--- src/rtl/result_led_reader_pkg.sv ---
// result_led_pkg: shared widths, display FSM state type and nibble-select
// constants for the result_led_reader block and its result FIFO.
package result_led_pkg;

  localparam int unsigned RES_W = 10;
  localparam int unsigned LED_W = 4;

  // Bit offsets of the three nibbles shown on the LEDs.
  localparam int unsigned NIB0_LSB = 0;
  localparam int unsigned NIB1_LSB = 4;
  localparam int unsigned NIB2_LSB = 8;

  // GAP is only reachable when RESULT_LED_GAP_EN is defined.
  typedef enum logic [2:0] {
    IDLE = 3'd0,
    NIB0 = 3'd1,
    NIB1 = 3'd2,
    NIB2 = 3'd3,
    GAP  = 3'd4
  } led_state_t;

endpackage

--- src/rtl/result_led_reader_fifo.sv ---
// result_fifo: synchronous FIFO buffering result words.
// Ports:
//   clk, rst_n       clock, synchronous active-low reset (discards contents)
//   push, din        write din when push && !full
//   pop, dout        dout is the head word; pop removes it when !empty
//   full, empty      registered-occupancy flags
//   count            current occupancy (0..DEPTH)
// Parameter DEPTH must be a power of two, >= 2.
import result_led_pkg::*;

module result_fifo #(
  parameter int unsigned DEPTH = 4
) (
  input  logic                     clk,
  input  logic                     rst_n,
  input  logic                     push,
  input  logic [RES_W-1:0]         din,
  input  logic                     pop,
  output logic [RES_W-1:0]         dout,
  output logic                     full,
  output logic                     empty,
  output logic [$clog2(DEPTH):0]   count
);

  localparam int unsigned AW = $clog2(DEPTH);
  localparam logic [AW:0] CNT_FULL = (AW + 1)'(DEPTH);

  logic [RES_W-1:0] mem [DEPTH];
  logic [AW-1:0]    wr_ptr;
  logic [AW-1:0]    rd_ptr;
  logic             do_push;
  logic             do_pop;

  assign full    = (count == CNT_FULL);
  assign empty   = (count == '0);
  assign do_push = push && !full;
  assign do_pop  = pop && !empty;
  assign dout    = mem[rd_ptr];

  // Storage has no reset; the pointers and count define what is valid.
  always_ff @(posedge clk) begin
    if (do_push) mem[wr_ptr] <= din;
  end

  always_ff @(posedge clk) begin
    if (!rst_n) begin
      wr_ptr <= '0;
      rd_ptr <= '0;
      count  <= '0;
    end else begin
      if (do_push) wr_ptr <= wr_ptr + 1'b1;
      if (do_pop)  rd_ptr <= rd_ptr + 1'b1;
      case ({do_push, do_pop})
        2'b10:   count <= count + 1'b1;
        2'b01:   count <= count - 1'b1;
        default: count <= count;
      endcase
    end
  end

endmodule

--- src/rtl/result_led_reader.sv ---
// result_led_reader: accepts 10-bit result words over valid/ready, buffers
// them in result_fifo and shows each word on 4 LEDs as low, mid, high
// nibble, each held for HOLD_CYCLES clocks.
// Ports:
//   clk, rst_n           clock, synchronous active-low reset
//   res_data, res_valid  incoming result word and its valid
//   res_ready            high when the FIFO has room
//   led                  displayed nibble (0 when idle or in the gap)
//   busy                 high whenever the display FSM is not idle
// Optional feature: define RESULT_LED_GAP_EN to insert a HOLD_CYCLES blank
// (led=0, busy=1) after every word's high nibble.
import result_led_pkg::*;

module result_led_reader #(
  parameter int unsigned HOLD_CYCLES = 25_000_000,
  parameter int unsigned FIFO_DEPTH  = 4
) (
  input  logic             clk,
  input  logic             rst_n,
  input  logic [RES_W-1:0] res_data,
  input  logic             res_valid,
  output logic             res_ready,
  output logic [LED_W-1:0] led,
  output logic             busy
);

  localparam int unsigned      CNT_W    = (HOLD_CYCLES > 1) ? $clog2(HOLD_CYCLES) : 1;
  localparam logic [CNT_W-1:0] CNT_LAST = CNT_W'(HOLD_CYCLES - 1);

  led_state_t                   state;
  led_state_t                   next_state;
  logic [CNT_W-1:0]             cnt;
  logic [CNT_W-1:0]             next_cnt;
  logic [RES_W-1:0]             disp;
  logic                         pop;
  logic                         push;
  logic                         tc;
  logic [RES_W-1:0]             fifo_dout;
  logic                         fifo_full;
  logic                         fifo_empty;
  logic [$clog2(FIFO_DEPTH):0]  fifo_count;

  assign res_ready = !fifo_full;
  assign push      = res_valid && res_ready;
  assign tc        = (cnt == CNT_LAST);

  result_fifo #(
    .DEPTH (FIFO_DEPTH)
  ) u_fifo (
    .clk   (clk),
    .rst_n (rst_n),
    .push  (push),
    .din   (res_data),
    .pop   (pop),
    .dout  (fifo_dout),
    .full  (fifo_full),
    .empty (fifo_empty),
    .count (fifo_count)
  );

  // State register, hold counter and display register.
  always_ff @(posedge clk) begin
    if (!rst_n) begin
      state <= IDLE;
      cnt   <= '0;
      disp  <= '0;
    end else begin
      state <= next_state;
      cnt   <= next_cnt;
      if (pop) disp <= fifo_dout;
    end
  end

  // The FSM only pops a non-empty FIFO.
  always_ff @(posedge clk) begin
    if (rst_n && pop) assert (fifo_count != '0);
  end

  // Next state, counter and pop decision.
  always_comb begin
    next_state = state;
    pop        = 1'b0;
    next_cnt   = (state == IDLE || tc) ? '0 : cnt + 1'b1;
    case (state)
      IDLE: begin
        if (!fifo_empty) begin
          pop        = 1'b1;
          next_state = NIB0;
        end
      end
      NIB0: if (tc) next_state = NIB1;
      NIB1: if (tc) next_state = NIB2;
`ifdef RESULT_LED_GAP_EN
      NIB2: if (tc) next_state = GAP;
      GAP: begin
`else
      NIB2: begin
`endif
        // End of a word: chain straight into the next one if buffered.
        if (tc) begin
          if (!fifo_empty) begin
            pop        = 1'b1;
            next_state = NIB0;
          end else begin
            next_state = IDLE;
          end
        end
      end
      default: next_state = IDLE;
    endcase
  end

  // LED mux and busy from registered state.
  always_comb begin
    led  = '0;
    busy = (state != IDLE);
    case (state)
      NIB0:    led = disp[NIB0_LSB +: LED_W];
      NIB1:    led = disp[NIB1_LSB +: LED_W];
      NIB2:    led = LED_W'(disp[RES_W-1:NIB2_LSB]);
      default: led = '0;
    endcase
  end

endmodule

--- config.mk ---
export PLATFORM = sky130hd
export DESIGN_NAME = result_led_reader
export DESIGN_NICKNAME = d
export VERILOG_FILES = /design/src/rtl/result_led_reader_pkg.sv /design/src/rtl/result_led_reader_fifo.sv /design/src/rtl/result_led_reader.sv
export SDC_FILE = /design/constraint.sdc
export NUM_CORES = 1
export LEC_CHECK = 0
export CAP_MARGIN = 0
export CELL_PAD_IN_SITES_DETAIL_PLACEMENT = 1
export CELL_PAD_IN_SITES_GLOBAL_PLACEMENT = 2
export CORE_MARGIN = 2
export CORE_UTILIZATION = 35
export DETAILED_ROUTE_END_ITERATION = 10
export PLACE_DENSITY = 0.73
export SETUP_SLACK_MARGIN = 0.05
export SLEW_MARGIN = 20
export SYNTH_ARGS = -nofsm -noshare
export SYNTH_HDL_FRONTEND = slang
export SYNTH_SLANG_ARGS = --single-unit
--- constraint.sdc ---
create_clock -name clk -period 8.5 [get_ports clk]
set_input_delay 1.7 -clock clk [delete_from_list [all_inputs] [get_ports clk]]
set_output_delay 1.7 -clock clk [all_outputs]
set_load 0.1 [all_outputs]
======== Yosys cells after proc, flatten, opt, wreduce, memory -nomap -nowiden ========
Memory sizes are Yosys's and may differ from the RTL's. A register that Yosys moved wholly into a read port is not among the register bits.
Index checks and enable logic that the tools add are counted.
word-level totals
  register bits after elaboration ......... 35
  memory bits (writable) .................. 40
  input port bits ......................... 13
  output and inout bits ................... 6
  word-level logic and storage cells ...... 49
  memories kept ........................... 1
memories
  name        depth  bits a word  rd ports  clocked after memory_dff  wr ports  RTL line                      source
  u_fifo.mem  4      10           1         1                         1         result_led_reader_fifo.sv:28  logic [RES_W-1:0] mem [DEPTH];
operators by class
  add/subtract/negate cells ............... 5
  eq/ne operators ......................... 11
  muxes and demuxes ....................... 13
  bitwise operators ....................... 1
  reductions and logical operators ........ 13
operator list
  kind                     count
  $add A25 B1 Y25 const B  1
  $eq A25 B25 Y1 const B   1
  $mux W3                  4
  $pmux W3 S4              1
  $pmux W4 S3              1
  $ne A2 B2 Y1 const B     4
  $eq A3 B2 Y1 const B     2
  $logic_not A3 Y1         2
  $pmux W3 S2              1
  $mux W1                  5
  $add A2 B1 Y2 const B    2
  $reduce_and A4 Y1        1
  $add A3 B1 Y3 const B    1
  $eq A3 B1 Y1 const B     1
  $eq A3 B3 Y1 const B     1
  $logic_and A1 B1 Y1      3
  $logic_not A1 Y1         3
  $reduce_bool A3 Y1       1
  $sub A3 B1 Y3 const B    1
  $eq A2 B1 Y1 const B     1
  $eq A2 B2 Y1 const B     1
  $pmux W1 S2              1
  $reduce_bool A2 Y1       1
  $reduce_or A2 Y1         1
  2 further kinds          2

======== Logic depth before layout (Yosys ltp) ========
Gate-level depths: netlist of run 1.
  word-level depth ........................ 7
  depth in mapped cells ................... 12
  gate-level depth less buffers ........... 11

======== Cells and area by module ========
From an unflattened synthesis of run 1, not the netlist that was laid out.
second synthesis, totals
  cell total of the unflattened synthesis .. 324
  area total of the unflattened synthesis .. 3803.6 µm²
modules (own cells, without submodules)
  module             times used  cells each  area an instance (µm²)  seq. area each (µm²)
  result_fifo        1           106         1933.1                  1381.3
  result_led_reader  1           218         1870.5                  740.7

======== Worst setup path after synthesis of run 1 ========
Ideal clock, no wire load.
  path type ............................... reg-to-output
  from .................................... register state[0]
  to ...................................... output port led[0]
  arrival ................................. 2.082 ns
  required time ........................... 6.800 ns
  slack ................................... 4.718 ns
  cell stages (with the launch flop) ...... 5
  buffers on the path ..................... 1
  cells stage by stage .................... dfxtp_1 > inv_1 > ha_1 > clkbuf_1 > nor2_1
on the way
  longest elaborated chain between the ends .. 2
  elaborated cells between the ends (all ways) .. 4
  classes of those cells .................. eq/ne (3); mux (1)
ends and longest elaborated chain
  item                                          RTL line                  source
  start, declared                               result_led_reader.sv:30   led_state_t state;
  start signal, assigned                        result_led_reader.sv:68   state <= next_state;
  $eq A3 B2 Y1 or $eq A3 B1 Y1 (tied branches)  result_led_reader.sv:117  case (state)
  $pmux W4 S3 *                                 result_led_reader.sv:117
  end, declared                                 result_led_reader.sv:23   output logic [LED_W-1:0] led,
Every way passes the cells marked *; elsewhere a longest branch is shown, timed or not.

======== Worst setup path in the final report of run 1 ========
  from .................................... register state[0]
  to ...................................... output port busy
on the way
  longest elaborated chain between the ends .. 1
ends and longest elaborated chain
  item                RTL line                  source
  $reduce_bool A3 Y1  result_led_reader.sv:116  busy = (state != IDLE);
  end, declared       result_led_reader.sv:24   output logic busy
No other way between the ends.

==> out/qor.csv, run 1 <==
stage,metric,value,unit
status,status,completed,
pwr,p_per_area,290,mW/mm2
logic_synthesis,synth_area_per_cell,11.4,um2
sta,finalCritPeriodShare,53.1,%
clocking,post_cts_buffers,0,
finish,utilization,40.8,%
setup_path,path_common_cell,inv_1,
logic_synthesis,synthAdderAreaFrac,3.70,%
place,dp_slack,4410,ps
finish,nFillCells,1161,
sta,finalCriticalPeriod,4520,ps
route,wl_met2,4350,um
sta,skew,15.9,ps
place,io_buffer_count,18,
global_route,grt_util_all_layers,16.4,%
logic_synthesis,synth_top_flop_cell,dfxtp_1,
setup_path,timing.rr.end,u_fifo.count[2],
floorplan,num_io_pins,19,
pwr,p_leak,0.00139,uW
logic_synthesis,ys_warn_count,0,
floorplan,initial_core_util,36.0,%
clocking,tritoncts,yes,
clocking,clockBufferDepth,2,
route,met3_wirelength,299,um
logic_synthesis,synth_cell_types,51,
clocking,cts.sinks,84,
route,ant_nets,0,
setup_path,cp_slowest_cell,clkdlybuf4s50_1,
clocking,cts_root_buffer,clkbuf_8,
logic_synthesis,synthMuxAreaShare,6.00,%
finish,num_antenna_cells,0,
logic_synthesis,syn_inst,344,
clocking,cts.clk_slew.worst_paths,90,ps
floorplan,die-width,110,um
setup_path,rrSetupSlack,5320,ps
finish,stdcell_area,0.00444,mm2
floorplan,die-height,110,um
logic_synthesis,synth_compound_area_share,11.6,%
setup_path,crit_arrival,2820,ps
clocking,cts.repair.resized,0,
route,vias_per_cell,5.62,
setup_path,endpoint_kind,primary output,
sta,hold_viol,0,
setup_path,crit_end,busy,
setup_path,worstPathRequired,6800,ps
setup_path,crit_chain,"inv_1, ha_1, inv_1, clkdlybuf4s50_1",
place,placed_cell_area,0.00421,mm2
sta,setup_viol,0,
route,drt-pass1-iter-count,4,
floorplan,dieArea,0.0121,mm2
clocking,ctsHoldBuffers,0,
finish,final_nets,379,
route,wl,8910,um
finish,multiInputGateArea,0.00169,mm2
logic_synthesis,synth_xor_area_share,3.13,%
finish,syn_to_final_growth,13.2,%
logic_synthesis,synth_simple_gate_area_share,18.7,%
logic_synthesis,synth_edf_count,40,
finish,ff_latch_area,0.00208,mm2
floorplan,rows,38,
setup_path,critical_path_class,flip-flop to primary output,
finish,final_cell_mix,"dfxtp_1 (44), edfxtp_1 (40), nand3_1 (21), nor2_1 (20)",
sta,maxSlewViolCount,0,
setup_path,cp-startpoint,state[0],
sta,hold_ws,482,ps
min_path,hp-class,flip-flop to flip-flop,
global_route,overflow,0,
setup_path,r2r_start,cnt[0],
logic_synthesis,synth_fp_nets,368,
logic_synthesis,synth-seq-cells,84,
logic_synthesis,synthArstFlopShare,0,%
global_route,grt_max_degree,40,
route,routedWlPerCell,17.8,um
sta,fin_setup_tns,0,ps
route,top_layer,met4,
logic_synthesis,ys_seq_area_share,53.1,%
sta,setup_slack,3980,ps
sta,clock.fmax,221,MHz
pwr,peakVddDrop,0.189,mV
setup_path,crit_fanout,14,
place,dp_hpwl,5960,um
route,wirelength_met1,4160,um
logic_synthesis,synth_top_family_by_area,simple AND/OR/NAND/NOR gates,
setup_path,reg2reg_depth,11,
sta,worst_pin_slew,991,ps
route,vias,2810,
clocking,cts_buffers,9,
sta,max_slew_margin,33.7,%
route,drtIter0Drc,123,
clocking,htreeDepth,3,
setup_path,start_kind,flip-flop,
route,drc,0,
logic_synthesis,syn-cell-area,0.00392,mm2
finish,final_common_cell,dfxtp_1,
sta,rsz0062_at_grt,false,
finish,final_layout_size_suffix_gt1_share,11.1,%
global_route,antenna_found_initial,0,
global_route,first_global_vias,2857,
place,finalWeightedCongestion,0.744,
floorplan,core-area,0.0109,mm2
global_route,grt_pass1_wl,14800,um
setup_path,critPathMaxStageDelay,1230,ps
job,cap_violations,0,
clocking,clk_latency,380,ps
## area by class of cell
| type | instances | share of cell area [%] |
|---|---|---|
| Sequential cell | 84 | 46.9 |
| Clock inverter | 7 | 2.31 |
| Multi-Input combinational cell | 224 | 38.1 |
| Tap cell | 140 | 3.95 |
| Timing Repair Buffer | 22 | 4.74 |
| Clock buffer | 9 | 2.79 |
| Inverter | 14 | 1.18 |
## routing by layer
layer / vias to the layer above / track usage (%)
li1: 1352 / -
met5: - / 0
met1: 1419 / 20.6
met3: 8 / 5.93
met2: 31 / 26.5
met4: 0 / 4.34
## kinds of logic (layout without fill, tap and decap cells)
kind of cell	after synthesis	after routing
buf+inv	36	52
xor+xnor	14	14
simple gates	125	125
fa+ha+maj	11	11
flops	84	84
mux	11	11
compound gates	63	63
## report_power, final
part / internal [uW] / switching [uW] / leakage [uW] / total (uW)
registers: 493 / 63.2 / 0.000724 / 556
clock network: 170 / 156 / 0.000117 / 326
logic: 150 / 257 / 0.000549 / 407
## state kept, by name, indices dropped and copies added, names as in the netlist
| signal | count |
|---|---|
| u_fifo.mem | 40 |
| cnt | 25 |
| disp | 10 |
| u_fifo.count | 3 |
| state | 2 |
| u_fifo.rd_ptr | 2 |
| u_fifo.wr_ptr | 2 |
## how the worst min path moves through the flow
stage | startpoint | endpoint | slack, ps | cells after the start
6_report | cnt[0] | cnt[0] | 480 | 1
5_1_grt | cnt[0] | cnt[0] | 500 | 1
4_1_cts | cnt[24] | cnt[24] | 490 | 2
3_5_place_dp | cnt[24] | cnt[24] | 470 | 2
3_3_place_gp | cnt[0] | cnt[0] | 440 | 1
2_1_floorplan | cnt[0] | cnt[0] | 430 | 1
## synth_stat cells (4+ instances only)
| master | count | area, um2 |
|---|---|---|
| o21ai_0 | 10 | 50.1 |
| xnor2_1 | 8 | 70.1 |
| and4_1 | 4 | 35.0 |
| o31ai_1 | 7 | 52.6 |
| nor2_1 | 20 | 75.1 |
| a21oi_1 | 12 | 60.1 |
| or3_1 | 7 | 43.8 |
| a32oi_1 | 10 | 87.6 |
| nand4_1 | 18 | 113 |
| and3_1 | 5 | 31.3 |
| ha_1 | 10 | 125 |
| nand3_1 | 21 | 105 |
| xor2_1 | 6 | 52.6 |
| o2111ai_1 | 12 | 105 |
| nor3_1 | 6 | 30.0 |
| and2_1 | 5 | 31.3 |
| dfxtp_1 | 44 | 881 |
| or4_1 | 6 | 45.0 |
| clkbuf_1 | 17 | 63.8 |
| mux4_2 | 10 | 225 |
| inv_1 | 14 | 52.6 |
| nand2_1 | 13 | 48.8 |
| edfxtp_1 | 40 | 1200 |
## critical path: cells and delay by family, from the launching register on
kind | cells | cell delay (ps)
buffers and inverters | 3 | 1690
adder cells (fa/ha/maj) | 1 | 340
flip-flops | 1 | 400
## metrics by stage
stage,std cells,power [uW]
3_5_place_dp,484,981
6_report,500,1290
4_1_cts,500,1310
5_1_grt,500,1380
2_1_floorplan,344,855
3_3_place_gp,484,965
No activity file was read; power rests on OpenSTA's default activity.
==> run 2, diff against run 1 <==
- clock period: 8.5 -> 4.6 ns (I/O delays scaled with it)
==> run 2 against run 1 <==
Die area stayed put. First-iteration DRC count is 2.4% lower. Critical path depth stayed put. Total power is 76% higher. Wire length is 2.5% lower. Sequential share of layout area is 0.51 points higher. Flip-flop and latch count stayed put. Clock power is 51% higher. Core utilization is 0.44 points lower. Cell area is 1.1% lower. Setup slack worse by 3200 ps. Hold slack better by 14 ps. Largest cell class unchanged. Largest power group unchanged.
==> out/qor.csv, run 2 (same netlist as run 1, synthesis figures left out) <==
stage,metric,value,unit
place,finalWeightedCongestion,0.763,
floorplan,die-height,110,um
route,drtIter0Drc,120,
setup_path,crit_fanout,14,
sta,clock.fmax,265,MHz
setup_path,critical_path_class,flip-flop to primary output,
sta,finalCriticalPeriod,3770,ps
place,dp_slack,1270,ps
global_route,grt_pass1_wl,14400,um
sta,skew,13.8,ps
route,vias,2791,
pwr,p_leak,0.00136,uW
status,status,completed,
clocking,cts_buffers,9,
sta,fin_setup_tns,0,ps
place,placed_cell_area,0.00421,mm2
min_path,hp-class,flip-flop to flip-flop,
setup_path,endpoint_kind,primary output,
global_route,grt_util_all_layers,15.9,%
finish,stdcell_area,0.00439,mm2
finish,utilization,40.3,%
setup_path,rrSetupSlack,1440,ps
floorplan,rows,38,
pwr,power.share.clock,21.7,%
clocking,clockBufferDepth,2,
floorplan,dieArea,0.0121,mm2
setup_path,crit_arrival,2850,ps
finish,largest_register,u_fifo.mem,
clocking,cts.repair.resized,0,
finish,reg_top3,"u_fifo.mem: 40 flops, cnt: 25 flops, disp: 10 flops",
min_path,hold_path_startpoint,cnt[0],
finish,num_antenna_cells,0,
route,vias_per_cell,5.58,
finish,final_layout_size_suffix_gt1_share,10.8,%
global_route,overflow,0,
pwr,peakVddDrop,0.263,mV
sta,max_slew_margin,33.1,%
min_path,hold_end,cnt[0],
floorplan,core-area,0.0109,mm2
floorplan,num_io_pins,19,
finish,multiInputGateArea,0.00169,mm2
clocking,tritoncts,yes,
pwr,p_switching,878,uW
clocking,cts.clk_slew.worst_paths,100,ps
finish,nFillCells,1152,
job,cap_violations,0,
route,ant_nets,0,
sta,finalCritPeriodShare,82.0,%
route,wl,8690,um
route,drc,0,
finish,final_common_cell,dfxtp_1,
finish,final_cell_mix,"dfxtp_1 (44), edfxtp_1 (40), nand3_1 (21), nor2_1 (20)",
clocking,post_cts_buffers,0,
sta,hold_viol,0,
finish,final_nets,379,
floorplan,initial_core_util,36.0,%
setup_path,worstPathRequired,3680,ps
sta,rsz0062_at_grt,false,
clocking,cts.sinks,84,
global_route,antenna_found_initial,0,
place,io_buffer_count,18,
clocking,clk_latency,380,ps
setup_path,r2r_start,cnt[0],
setup_path,reg2reg_depth,11,
sta,setup_viol,0,
setup_path,start_kind,flip-flop,
sta,setup_slack,830,ps
pwr,p_per_area,517,mW/mm2
clocking,ctsHoldBuffers,0,
finish,ff_latch_area,0.00208,mm2
sta,maxSlewViolCount,0,
pwr,combPwrFrac,33.1,%
route,drt-pass1-iter-count,4,
pwr,sequentialPowerShare,45.2,%
sta,worst_pin_slew,1000,ps
setup_path,timing.rr.end,u_fifo.count[2],
min_path,worstHoldPathCells,1,
route,routedWlPerCell,17.4,um
floorplan,die-width,110,um
pwr,p_sw_share,38.7,%
pwr,p_int,1390,uW
place,dp_hpwl,5840,um
finish,largest_register_ffs,40,
clocking,htreeDepth,3,
global_route,first_global_vias,2858,
clocking,cts_root_buffer,clkbuf_8,
finish,syn_to_final_growth,12.0,%
global_route,grt_max_degree,26,
run 2: cell type report:
type | instances | share of cell area, %
inverter | 14 | 1.20
multi-input combinational | 224 | 38.5
tap | 140 | 3.99
sequential | 84 | 47.4
clock inverter | 7 | 1.25
clock buffer | 9 | 2.82
timing repair buffer | 22 | 4.79
run 2: worst max-delay path, stage by stage (launching register included):
cell and delay, ps:
dfxtp_1 390, inv_1 80, ha_1 340, inv_1 410
clkdlybuf4s50_1 1250
run 2: how the worst max path moves through the flow:
stage	startpoint	to	slack, ps	cells past startpoint
floorplan	state[0]	led[0]	1600	4
global placement	state[0]	busy	1350	4
detailed placement	state[0]	busy	1270	4
CTS	state[0]	busy	830	4
global route	state[1]	busy	670	4
finish	state[0]	busy	830	4
run 2: layer usage:
metal / vias to the layer above / share of wire [%] / track usage [%]
li1: 1368 / - / -
met1: 1387 / 47 / 19.7
met2: 30 / 48 / 25.8
met3: 6 / 3.7 / 5.81
met4: 0 / 0.96 / 4.61
met5: - / 0 / 0
run 2: through the flow:
| stage | cells | hold slack [ps] | power [uW] |
|---|---|---|---|
| 2_1_floorplan | 344 | 430 | 1580 |
| 3_3_place_gp | 484 | 443 | 1780 |
| 3_5_place_dp | 484 | 474 | 1800 |
| 4_1_cts | 500 | 494 | 2310 |
| 5_1_grt | 500 | 512 | 2420 |
| 6_report | 500 | 496 | 2270 |
run 2: power groups by stage:
| stage | logic, uW | clock network, uW | registers [uW] |
|---|---|---|---|
| global placement | 737 | 0 | 1040 |
| detailed placement | 757 | 0 | 1050 |
| CTS | 760 | 520 | 1030 |
| global route | 837 | 543 | 1050 |
| floorplan | 597 | 0 | 983 |
| finish | 752 | 493 | 1030 |
==> patch 1, RTL diff (config.mk and constraints of run 2) <==
Set the package constant `NIB1_LSB` to 6 (it was 4).
--- a/src/rtl/result_led_reader_pkg.sv
+++ b/src/rtl/result_led_reader_pkg.sv
@@ -8,5 +8,5 @@
   // Bit offsets of the three nibbles shown on the LEDs.
   localparam int unsigned NIB0_LSB = 0;
-  localparam int unsigned NIB1_LSB = 4;
+  localparam int unsigned NIB1_LSB = 6;
   localparam int unsigned NIB2_LSB = 8;
 
Formal check against the unedited RTL: no difference found for any inputs over 10 cycles, from zero or initial values and one cycle with rst_n low; that may be too few to reach the edited logic, so the function may still have changed.
==> patch 1 against run 2 <==
- setup slack better by 0.26 ns
- count of clock-buffer cells in the layout up 1
- maximum frequency up 7.3%
- area after synthesis down 8.6%
- wire length down 8.3%
- sequential share of layout area down 2.6 points
- design area down 8.4%
- power down 16%
- sequential cell count down 10
- hold slack worse by 0.015 ns
- critical endpoint is now led[3]
- largest cell class unchanged
- highest routed layer unchanged
==> patch 1: results (changes against run 2) <==
[status]
outcome=completed

[drt]
route.detailed.wl_per_inst_um=16.8  ; -3.5%
routed_wl_um=7970  ; -8.3%
dr.pass1.iters=4  ; unchanged
detail_route.iter0.violations=151  ; +26%
vias=2628  ; -5.8%

[synth]
synth-compound-area-share_pct=11.7  ; +0.12 points
synthMuxAreaShare_pct=5.03  ; -0.97 points
number_of_enable_type_register_cells_in_the_synthesized_netlist=32  ; -20%
ys.warnings.count=0  ; unchanged
netlist_top_cells_count=dfxtp_1, edfxtp_1, nor2_1, nand3_1
postSynth.topFlopCell=dfxtp_1
synthDistinctLibCells=51  ; unchanged
synthesis.area_per_instance_um2=11.0  ; -3.9%
synth.net_count=351  ; -4.6%
netlist_top_cells_area=edfxtp_1, dfxtp_1, mux4_2, ha_1, o2111ai_1
synth-async-reset-ratio_pct=0  ; unchanged
synth_adder_area_share_pct=4.05  ; +0.35 points
synth_xor_area_share_pct=3.67  ; +0.54 points
synth_seq_area_share_pct=50.3  ; -2.8 points

[clocking]
clk_path_buf_depth=2  ; unchanged
clock_insertion_delay_worst_skew_ns=0.35  ; -0.03 ns
cts_htree_levels=3  ; unchanged
cts.repair_timing.setup_buffer_count=0  ; unchanged
clkTransAtPathRegs_ns=0.08  ; -0.02 ns
number_of_gates_given_a_new_drive_strength_after_cts=0  ; unchanged
cts_made_buffers=9  ; unchanged

[sta]
max_transition_margin_pct=34.9  ; +1.9 points
timing.clock.skew_ns=0.0102  ; -0.00360 ns

[critical_path]
timing.critical_path.arrival_ns=2.59  ; -0.26 ns
worst-path-max-fanout=10  ; -4
critical-path-max-stage-delay_ns=1.17  ; -0.08 ns
critical_path.slowest_cell=clkdlybuf4s50_1

[power_and_ir_drop]
leakage_nw=1.26  ; -7.6%
largest_voltage_drop_on_the_vdd_net_mv=0.204  ; -23%

[grt]
antenna_violations_before_repair=0  ; unchanged
grt_start_max_net_pins=39  ; +50%
grt.total_usage_pct=15.5  ; -0.38 points
first_global_vias=2625  ; -8.2%
grt_pass1_wl_um=13400  ; -6.9%

[cells_and_area]
n_antenna_cell=0  ; unchanged
nNetsFinal=361  ; -4.7%
final_layout_size_suffix_gt1_share_pct=11.1  ; +0.28 points
largest_registers=u_fifo.mem: 32 flops, cnt: 25 flops, disp: 8 flops

[place]
place.detailed.instances=459  ; -5.2%
port_buffers=16  ; -2
dp_hpwl_um=5440  ; -6.8%
post_dp_cell_area_um2=3830  ; -9.0%
global_placer_s_final_weighted_congestion=0.757  ; -0.81%

[worst_hold_path]
min-delay-path-class=flip-flop to flip-flop

## patch 1: metal layers
metal  up-vias  track usage [%]  routed length [um]
met5         -                0                   0
met1      1307             20.4                4010
met4         0             5.90                 102
li1       1282                -                   -
met2        29             24.5                3660
met3        10             3.93                 190
## patch 1: logic make-up after synthesis
logic type / count (synthesis)
muxes: 8
and+or+nand+nor: 126
xor gates and xnor gates: 15
adders and majority gates: 11
DFF: 74
AOI/OAI and AO/OA: 58
buffers and inverters: 35
## patch 1: worst paths after layout
check / cells after the start / from / slack [ns] / end
hold / removal: 1 / cnt[0] / 0.48 / cnt[0]
hold reg to reg: 1 / cnt[0] / 0.48 / cnt[0]
setup reg to reg: 10 / cnt[8] / 1.42 / u_fifo.count[2]
setup / recovery: 4 / state[0] / 1.09 / led[3]
## patch 1: area by class of cell
class	count	area [um^2]
clock buffer	10	128
clock inverter	6	58.8
fill	1071	5840
inverter	15	56.3
multi-input combinational	218	1630
sequential	74	1800
tap	133	166
timing repair buffer	19	180
## patch 1: where the power goes
group	switching [W]	leakage [nW]	internal, W
clock	0.000241	0.0897	0.000247
combinational	0.000369	0.533	0.000203
sequential	0.0000734	0.635	0.000767
## patch 1: through the flow
stage               total power, W  setup WS (ns)  hold slack (ns)
floorplan                  0.00127           1.60            0.440
global placement           0.00141           1.50            0.456
detailed placement         0.00144           1.39            0.468
CTS                        0.00193           1.08            0.485
global route               0.00202          0.989            0.518
finish                     0.00190           1.09            0.480
## patch 1: critical path: cells and delay by family, from the launching register on
family	cells	cell delay (ns)
buf+inv	2	1.26
fa+ha+maj	1	0.34
flops	1	0.43
simple gates	1	0.22
==> patch 2, RTL diff (flow settings as in run 2) <==
Without the edit above. Register the output `led`, with the module's reset; this adds one clock of latency there. The other outputs are not delayed to match.
--- a/src/rtl/result_led_reader.sv
+++ b/src/rtl/result_led_reader.sv
@@ -27,4 +27,6 @@
   localparam int unsigned      CNT_W    = (HOLD_CYCLES > 1) ? $clog2(HOLD_CYCLES) : 1;
   localparam logic [CNT_W-1:0] CNT_LAST = CNT_W'(HOLD_CYCLES - 1);
+
+  logic [LED_W-1:0] led_d;
 
   led_state_t                   state;
@@ -113,12 +115,20 @@
   // LED mux and busy from registered state.
   always_comb begin
-    led  = '0;
+    led_d = '0;
     busy = (state != IDLE);
     case (state)
-      NIB0:    led = disp[NIB0_LSB +: LED_W];
-      NIB1:    led = disp[NIB1_LSB +: LED_W];
-      NIB2:    led = LED_W'(disp[RES_W-1:NIB2_LSB]);
-      default: led = '0;
+      NIB0:    led_d = disp[NIB0_LSB +: LED_W];
+      NIB1:    led_d = disp[NIB1_LSB +: LED_W];
+      NIB2:    led_d = LED_W'(disp[RES_W-1:NIB2_LSB]);
+      default: led_d = '0;
     endcase
+  end
+
+  always_ff @(posedge clk) begin
+    if (!rst_n) begin
+      led <= '0;
+    end else begin
+      led <= led_d;
+    end
   end
 
Behaviour: not the same (a bounded check fails within 4 cycles, from zero or initial values and one cycle with rst_n low).
==> patch 2 against run 2 <==
- clock skew is 0.0069 ns lower
- register-to-register slack better by 0.05 ns
- synthesized cell count is 1.7% higher
- hold slack worse by 0.019 ns
- setup slack better by 0.58 ns
- die area is 0.52% higher
- sequential cell count is 4 higher
- power is 12% higher
- wire length is 1.3% lower
- design area is 3.4% higher
- largest cell class unchanged
- area after synthesis is 0.54% higher
- final cell count is 1.2% higher
==> patch 2: results (changes against run 2) <==
[drt]
route.detailed.wl_per_inst_um=17.0  ; -2.4%
vias=2755  ; -1.3%
detail_route.iter0.violations=93  ; -23%

[cells_and_area]
inverters_excl_clock=16  ; +2
final_layout_size_suffix_gt1_share_pct=9.02  ; -1.8 points
multi_input_combinational=225  ; +0.45%
n_antenna_cell=0  ; unchanged
buf_share_pct=4.46  ; -0.32 points
nNetsFinal=385  ; +1.6%
buffers=21  ; -4.5%
seq_share_pct=47.6  ; +0.20 points
largest_registers=u_fifo.mem: 40 flops, cnt: 25 flops, disp: 10 flops
n_fill_cell=1188  ; +3.1%
clkcell_share_pct=6.81  ; +2.7 points
fraction_of_area_in_multi_input_gates_pct=35.9  ; -2.6 points

[critical_path]
timing.critical_path.arrival_ns=2.27  ; -0.58 ns
reg2reg_from=cnt[13]
r2r.worst_path.cells=10  ; -1
critical-path-max-stage-delay_ns=1.14  ; -0.11 ns
worst-r2r-setup-slack_ns=1.49  ; +0.05 ns
worst_setup_path_startpoint=state[1]
worst-path-max-fanout=4  ; -10
timing.critical_path.to=busy

[place]
global_placer_s_final_weighted_congestion=0.735  ; -3.6%
port_buffers=18  ; unchanged
dp_hpwl_um=5840  ; about the same

[status]
outcome=completed

[synth]
netlist_top_cells_count=dfxtp_1, edfxtp_1, nor2_1, nand3_1, clkbuf_1
synth.net_count=374  ; +1.6%
netlist_top_cells_area=edfxtp_1, dfxtp_1, mux4_2, ha_1, o211ai_1
synth_seq_area_share_pct=54.9  ; +1.7 points
number_of_enable_type_register_cells_in_the_synthesized_netlist=40  ; unchanged
ys.warnings.count=0  ; unchanged
postSynthRegisterBits=88  ; +4.8%
synthDistinctLibCells=42  ; -18%

[clocking]
clk_path_buf_depth=2  ; unchanged
clkTransAtPathRegs_ns=0.06  ; -0.04 ns
cts-root-buf=clkbuf_16
cts_htree_levels=3  ; unchanged
clock_insertion_delay_worst_skew_ns=0.34  ; -0.04 ns

[grt]
grt_pass1_wl_um=14200  ; -1.7%
grt_start_max_net_pins=30  ; +15%
grt.total_usage_pct=15.7  ; -0.21 points
first_global_vias=2698  ; -5.6%

[power_and_ir_drop]
largest_voltage_drop_on_the_vdd_net_mv=0.273  ; +4.0%
leakage_nw=1.42  ; +4.3%

[worst_hold_path]
whs_path_depth=1  ; unchanged
launch_instance_of_the_worst_min_delay_path=cnt[0]
min-delay-path-class=flip-flop to flip-flop

[sta]
tightestPinTransition_ns=0.966  ; -0.0356 ns
timing.clock.skew_ns=0.00698  ; -0.00685 ns

## patch 2: cell count changes in the layout (fill, tap and decap cells not counted), moves of 3 or more
cell | run 2 | this run
nand2_1 | 13 | 16
nand4_1 | 18 | 15
dfxtp_1 | 44 | 48
nor2_1 | 20 | 25
nand3b_1 | 3 | 0
o211ai_1 | 1 | 14
clkbuf_8 | 9 | 0
clkbuf_16 | 0 | 9
or3_1 | 7 | 11
o2111ai_1 | 12 | 0
nor2b_1 | 0 | 3
## patch 2: routing by layer
metal | part of all wire, % | vias up | GRT usage, %
met5 | 0 | - | 0
met4 | 1.6 | 0 | 6.34
met3 | 4.0 | 9 | 4.12
met2 | 45 | 44 | 23.6
met1 | 49 | 1355 | 21.5
li1 | - | 1347 | -
## patch 2: worst min path at each step
stage	end	slack, ns
after floorplan	cnt[0]	0.44
after global placement	cnt[0]	0.46
after detailed placement	cnt[0]	0.47
after CTS	cnt[0]	0.48
after global routing	cnt[0]	0.50
final	cnt[0]	0.48
## patch 2: cells by family after synthesis
logic type | after synthesis | synth area share [%]
muxes | 11 | 5.97
buffers and inverters | 37 | 3.75
adders and majority gates | 11 | 3.68
AOI/OAI and AO/OA | 63 | 11.1
xor gates and xnor gates | 15 | 3.33
and+or+nand+nor | 125 | 17.3
DFF | 88 | 54.9
## patch 2: metrics by stage
stage,setup slack [ns],total power (W),std cells,instance area [um^2]
floorplan,1.83,0.00159,350,3940
global placement,1.68,0.00178,490,4230
detailed placement,1.59,0.00180,490,4230
CTS,1.38,0.00257,506,4540
global route,1.32,0.00269,506,4540
finish,1.41,0.00254,506,4540
## patch 2: where the power goes
part | switching (W) | leakage (nW) | internal, W
sequential | 0.000104 | 0.758 | 0.000932
clock | 0.000326 | 0.155 | 0.000433
combinational | 0.000457 | 0.508 | 0.000289
